**src/rtl/ling_add32_issue_stage.sv**
```systemverilog
// ling_add32_issue_stage
//   Sequential issue stage wrapped around an external combinational 32-bit
//   Ling adder. Operand pairs are accepted on a valid/ready handshake and
//   registered onto the adder inputs. The inputs are held for SETTLE_CYC
//   cycles, then the sum, carry-out and signed overflow are captured and
//   offered downstream on a second valid/ready handshake.
//
//   Optional feature macro: LING_ADD_SELFCHECK_EN
//     adds the sticky output chk_err, which is set when the adder sum
//     disagrees with a behavioural 32-bit reference sum at capture time.
//
// Ports:
//   clk, rst            clock, synchronous active-high reset
//   in_valid/in_ready   operand handshake; in_a, in_b operands
//   add_a, add_b        registered operands driving the adder
//   add_sum             adder result (combinational from add_a/add_b)
//   out_valid/out_ready result handshake
//   out_sum, out_cout, out_ovf   captured sum, carry out, signed overflow
//   chk_err             (LING_ADD_SELFCHECK_EN only) sticky adder check flag

module ling_add32_issue_stage #(
  parameter int SETTLE_CYC = 1,
  parameter int CNT_W      = 4
) (
  input  logic        clk,
  input  logic        rst,
  input  logic        in_valid,
  output logic        in_ready,
  input  logic [31:0] in_a,
  input  logic [31:0] in_b,
  output logic [31:0] add_a,
  output logic [31:0] add_b,
  input  logic [31:0] add_sum,
  output logic        out_valid,
  input  logic        out_ready,
  output logic [31:0] out_sum,
  output logic        out_cout,
  output logic        out_ovf
`ifdef LING_ADD_SELFCHECK_EN
  ,
  output logic        chk_err
`endif
);

  typedef enum logic [1:0] {IDLE, SETTLE, HOLD} state_t;

  localparam logic [CNT_W-1:0] CNT_LOAD = CNT_W'(SETTLE_CYC - 1);

  state_t           state, state_nxt;
  logic [CNT_W-1:0] cnt;
  logic             load, capture, release_out;

  always_ff @(posedge clk) begin
    if (rst) state <= IDLE;
    else     state <= state_nxt;
  end

  always_comb begin
    state_nxt   = state;
    in_ready    = 1'b0;
    load        = 1'b0;
    capture     = 1'b0;
    release_out = 1'b0;
    case (state)
      IDLE: begin
        in_ready = 1'b1;
        if (in_valid) begin
          load      = 1'b1;
          state_nxt = SETTLE;
        end
      end
      SETTLE: begin
        if (cnt == '0) begin
          capture   = 1'b1;
          state_nxt = HOLD;
        end
      end
      HOLD: begin
        // Accepting the next pair in the same cycle the result leaves keeps
        // the stream bubble-free apart from the settle window.
        in_ready = out_ready;
        if (out_ready) begin
          release_out = 1'b1;
          if (in_valid) begin
            load      = 1'b1;
            state_nxt = SETTLE;
          end else begin
            state_nxt = IDLE;
          end
        end
      end
      default: state_nxt = IDLE;
    endcase
  end

  always_ff @(posedge clk) begin
    if (rst) begin
      cnt   <= '0;
      add_a <= '0;
      add_b <= '0;
    end else if (load) begin
      cnt   <= CNT_LOAD;
      add_a <= in_a;
      add_b <= in_b;
    end else if (state == SETTLE && cnt != '0) begin
      cnt <= cnt - CNT_W'(1);
    end
  end

  always_ff @(posedge clk) begin
    if (rst) begin
      out_sum   <= '0;
      out_cout  <= 1'b0;
      out_ovf   <= 1'b0;
      out_valid <= 1'b0;
    end else begin
      if (capture) begin
        out_sum   <= add_sum;
        // Carry out of bit 31 recovered from the top-bit operands and sum.
        out_cout  <= (add_a[31] & add_b[31]) |
                     ((add_a[31] ^ add_b[31]) & ~add_sum[31]);
        out_ovf   <= (add_a[31] == add_b[31]) & (add_sum[31] != add_a[31]);
        out_valid <= 1'b1;
      end else if (release_out) begin
        out_valid <= 1'b0;
      end
    end
  end

`ifdef LING_ADD_SELFCHECK_EN
  logic [31:0] ref_sum;
  assign ref_sum = add_a + add_b;

  always_ff @(posedge clk) begin
    if (rst)          chk_err <= 1'b0;
    else if (capture) chk_err <= chk_err | (add_sum != ref_sum);
  end
`endif

endmodule

```
**config.mk**
```make
export PLATFORM = sky130hd
export DESIGN_NAME = ling_add32_issue_stage
export DESIGN_NICKNAME = d
export VERILOG_FILES = /design/src/rtl/ling_add32_issue_stage.sv
export SDC_FILE = /design/constraint.sdc
export NUM_CORES = 1
export LEC_CHECK = 0
export ABC_CLOCK_PERIOD_IN_PS = 3600
export CAP_MARGIN = 10
export CORE_MARGIN = 2
export CORE_UTILIZATION = 44
export CTS_CLUSTER_SIZE = 28
export DETAILED_ROUTE_END_ITERATION = 8
export GPL_TIMING_DRIVEN = 0
export HOLD_SLACK_MARGIN = 0.06
export PLACE_DENSITY = 0.86
export SLEW_MARGIN = 20
export SYNTH_ARGS = -nofsm -noshare
export SYNTH_HDL_FRONTEND = slang
export SYNTH_SLANG_ARGS = --single-unit
```
**constraint.sdc**
```tcl
create_clock -name clk -period 3.6 [get_ports clk]
set_input_delay 0.72 -clock clk [delete_from_list [all_inputs] [get_ports clk]]
set_output_delay 0.72 -clock clk [all_outputs]
set_load 0.05 [all_outputs]
```
Yosys cells after proc, flatten, opt, wreduce, memory -nomap -nowiden

Cells that the tools add are included.

Add/sub/neg operators: 1
$mul: 0
Div/mod/pow operators: 0
$lt $le $gt $ge: 0
Eq/ne operators: 7
Shift-type cells: 0
Muxes and demuxes: 15
Bitwise operators: 6
Reductions and logical operators: 7

Operator list:

| cell                                              | count |
|---|---|
| 2-to-1 mux 1 bit                                  | 9 |
| 2-to-1 mux 2 bit                                  | 3 |
| != test 2 bit (second input constant)             | 3 |
| one-hot mux 2 bit (3 select lines)                | 1 |
| logical NOT 4 bit                                 | 1 |
| one-hot mux 1 bit (2 select lines)                | 2 |
| nonzero test 4 bit                                | 1 |
| subtractor 4 x 1 -> 4 bit (second input constant) | 1 |
| bitwise AND 1 bit                                 | 3 |
| AND reduction 3 bit                               | 1 |
| == test 2 x 1 -> 1 bit (second input constant)    | 1 |
| == test 2 bit (second input constant)             | 1 |
| logical NOT 2 bit                                 | 1 |
| nonzero test 2 bit                                | 1 |
| OR reduction 2 bit                                | 1 |
| == test 1 bit                                     | 1 |
| logical AND 1 bit                                 | 1 |
| != test 1 bit                                     | 1 |
| NOT 1 bit                                         | 1 |
| bitwise OR 1 bit                                  | 1 |
| bitwise XOR 1 bit                                 | 1 |

Flip-flop bits (word level): 105
Bits in latches: 0
Memory bits (writable): 0
Memory bits (read-only): 0
Input port bits: 100
Output and inout bits: 100
Word-level logic and storage cells: 44
Memories: 0

Longest topological paths before layout

Word-level depth: 4
Gate-level depth with buffers: 7

Worst setup path before layout

No wires, ideal clock.

Kind: input to output
From: in out_ready
To: out in_ready
Arrival: 1.703 ns
Required time: 2.880 ns
Path slack: 1.177 ns
Stages on the path: 4
Path buffers: 2
Cell sequence: nor2b_1 buf_2 buf_2 nor2_1

Longest elaborated chain between the ends: 1

Ends and longest elaborated chain:

| what                               | RTL line | source |
|---|---|---|
| start: declaration                 | 35       | `input logic out_ready,` |
| one-hot mux 1 bit (2 select lines) | 64       | `case (state)` |
| end: declaration                   | 28       | `output logic in_ready,` |

No other way between the ends.

Worst setup path after layout

Same ends and word-level chain as after synthesis.

==> results <==
sequential cells by signal, indices dropped and copies added (netlist names):
signal / cells
out_cout: 1
state: 2
out_valid: 1
add_b: 32
out_ovf: 1
out_sum: 32
cnt: 4
add_a: 32
stage by stage:
stage	cells	hold WS, ns	utilization	cell area (µm²)	worst slack, ns
2_1_floorplan	492	0.458	-	4100	1.18
3_3_place_gp	802	0.450	0.681	6230	0.295
3_5_place_dp	802	0.451	0.681	6230	0.286
4_1_cts	818	0.463	0.703	6440	0.276
5_1_grt	818	0.486	0.703	6440	0.224
6_report	818	0.460	0.703	6440	0.263
kinds of logic after synthesis:
| kind of cell | Yosys count | share of synthesized area |
|---|---|---|
| buffers and inverters | 58 | 0.0653 |
| AOI/OAI and AO/OA | 208 | 0.257 |
| and+or+nand+nor | 118 | 0.157 |
| DFF | 105 | 0.513 |
| xor gates and xnor gates | 1 | 0.00214 |
| adders and majority gates | 2 | 0.00610 |
cell usage after synthesis:
library cell	n	area [µm²]
a2111oi_0	1	8.76
a21oi_1	104	521
nor3b_1	1	7.51
buf_4	8	60.1
clkinv_1	1	3.75
a22oi_1	1	7.51
nand2b_1	3	18.8
or4_1	2	15.0
buf_2	10	50.1
nor3_1	1	5.00
ha_1	2	25.0
clkbuf_1	24	90.1
o21ai_0	100	500
buf_1	5	18.8
or3b_1	1	8.76
inv_1	4	15.0
or3_1	1	6.26
nand3b_1	1	7.51
nand4bb_4	1	27.5
nor2b_1	2	12.5
nand2_1	3	11.3
a21o_1	1	7.51
nand3_1	97	485
and2b_4	1	10.0
and4bb_1	1	12.5
clkbuf_2	6	30.0
a311oi_1	1	8.76
nor2_1	2	7.51
dfxtp_1	105	2100
or3b_2	1	8.76
xnor2_1	1	8.76
power groups by stage:
| stage | clock network [µW] | logic [µW] | registers [µW] |
|---|---|---|---|
| after global placement | 0 | 675 | 1290 |
| after global routing | 810 | 726 | 1270 |
| after detailed placement | 0 | 688 | 1290 |
| after CTS | 758 | 690 | 1260 |
| after floorplan | 0 | 165 | 1520 |
| final | 742 | 690 | 1260 |
per-layer routing:
layer / vias up / routed length, µm
met5: - / 0
met4: 0 / 323
met3: 24 / 868
met2: 184 / 6630
met1: 2136 / 5230
li1: 2188 / -
layout make-up:
cell class / count / share of cell area
Tap cell: 111 / 0.0216
Sequential cell: 105 / 0.326
Clock buffer: 12 / 0.0241
Buffer: 53 / 0.0387
Timing Repair Buffer: 199 / 0.309
Multi-Input combinational cell: 329 / 0.269
Clock inverter: 4 / 0.00797
Inverter: 5 / 0.00291
worst min path at each step:
| stage | from | endpoint | slack, ns | cells past startpoint |
|---|---|---|---|---|
| after floorplan | cnt[0]$_SDFFE_PP0P_ | cnt[0]$_SDFFE_PP0P_ | 0.46 | 2 |
| after global placement | out_valid$_SDFFE_PP0P_ | out_valid$_SDFFE_PP0P_ | 0.45 | 2 |
| after detailed placement | out_valid$_SDFFE_PP0P_ | out_valid$_SDFFE_PP0P_ | 0.45 | 2 |
| after CTS | out_valid$_SDFFE_PP0P_ | out_valid$_SDFFE_PP0P_ | 0.46 | 2 |
| after global routing | out_valid$_SDFFE_PP0P_ | out_valid$_SDFFE_PP0P_ | 0.49 | 2 |
| final | out_valid$_SDFFE_PP0P_ | out_valid$_SDFFE_PP0P_ | 0.46 | 2 |
tightest hold or removal path, cell delays in order, from the launching register on:
cell and delay [ns]:
dfxtp_1 0.32, nand2_1 0.05, a21oi_1 0.05
==> reports/metrics.yaml <==
status: "finished clean"
final_common_cell: "clkdlybuf4s50_1"
start_util: 0.448
timing_hold_violations_final: 0
internal-power_uw: 1870
post_cts_buffers: 0
pwr-share-clk: 0.275
grt_use_met2: 0.439
r2r_slack_ns: 1.92
path_max_fanout: 10
power_frac_comb: 0.256
ys_types: 31
cts_tree: "yes"
grt_pass1_wl_mm: 20.3
rsz0062_at_grt: "false"
clock_skew_ns: 0.0133
cts.path.max_buffers: 2
path_buf_inv: 4
core_um2: 9150
drive_gt1_frac: 0.0594
layout_min_cycle_time_ns: 3.34
clock_sinks: 105
place_congestion: 0.846
num_rows: 35
pin_count: 200
die_w_um: 101
slowest_delay_ns: 0.83
syn_area_um2: 4100
die_area_um2: 10100
numCtsBuffers: 9
vias: 4532
viasPerCell: 5.54
end_kind: "primary output"
postSynthNetCount: 594
routedWlPerCell_um: 16.0
drcViolationCount: 0
finalCritPeriodShare: 0.927
drv_slew: 0
worstRegToRegCells: 5
clk_latency_ns: 0.35
hold_path_class: "reg -> reg"
maxCapViolCount: 0
finalSetupViolCount: 0
switching_share: 0.308
reg2reg_from: "cnt[3]$_SDFFE_PP0P_"
path_cells: "clkdlybuf4s50_1, nor2b_1, buf_2, buf_2, nor2_1, clkdlybuf4s50_1"
drt_iter0_drc: 195
htree_levels: 3
finalNetCount: 804
cp-endpoint: "in_ready"
drt-total-wl_mm: 13.1
vdd_drop_max_uv: 235
grt_usage: 0.249
ctsResizeCount: 0
grt_use_met1: 0.293
power_density_nw_per_um2: 419
fill_cells: 743
cp_top_family: "buffers and inverters"
grt_max_degree: 17
tns_ns: 0
ff_latch_area_um2: 2100
cts-root-buf: "clkbuf_8"
ys_ff_latch: 105
power_uw: 2700
antenna_found_initial: 0
yosysWarnings: 0
port_buffers: 199
timing.fmax_mhz: 300
areaGrowthSynthToFinish_pct: 57.0
fp.dieH_um: 101
switching_power_uw: 831
critPathLaunchType: "primary input"
crit_cells: 6
syn_area_per_cell_um2: 8.34
grt_use_met3: 0.0541
seqPwrFrac: 0.469
final_cell_mix: "clkdlybuf4s50_1 (199), dfxtp_1 (105), a21oi_1 (104), o21ai_0 (100), nand3_1 (97)"
r2r-end: "out_sum[5]$_SDFFE_PP0P_"
n_antenna_cell: 0
seq_area_frac_synth: 0.513
synthCells: 492
clkTransAtPathRegs_ns: 0.09
crit_start: "out_ready"
cp.required_ns: 2.88
critPathArrivalTime_ns: 2.62
slowest_stage: "clkdlybuf4s50_1"
ant_nets: 0
post-dp-hpwl_mm: 9.73
slew_headroom: 0.624
grt-ovfl-total: 0
tightest_slew_ns: 0.564
grt_pass1_vias: 4337
hold_buffers: 0
critical_path_class: "in -> out"
top_usage_layer: "met2"
p_leak_uw: 0.00227
drt-pass1-iter-count: 5
multi_input_area_um2: 1730
Power figures use the tool's default switching activity.
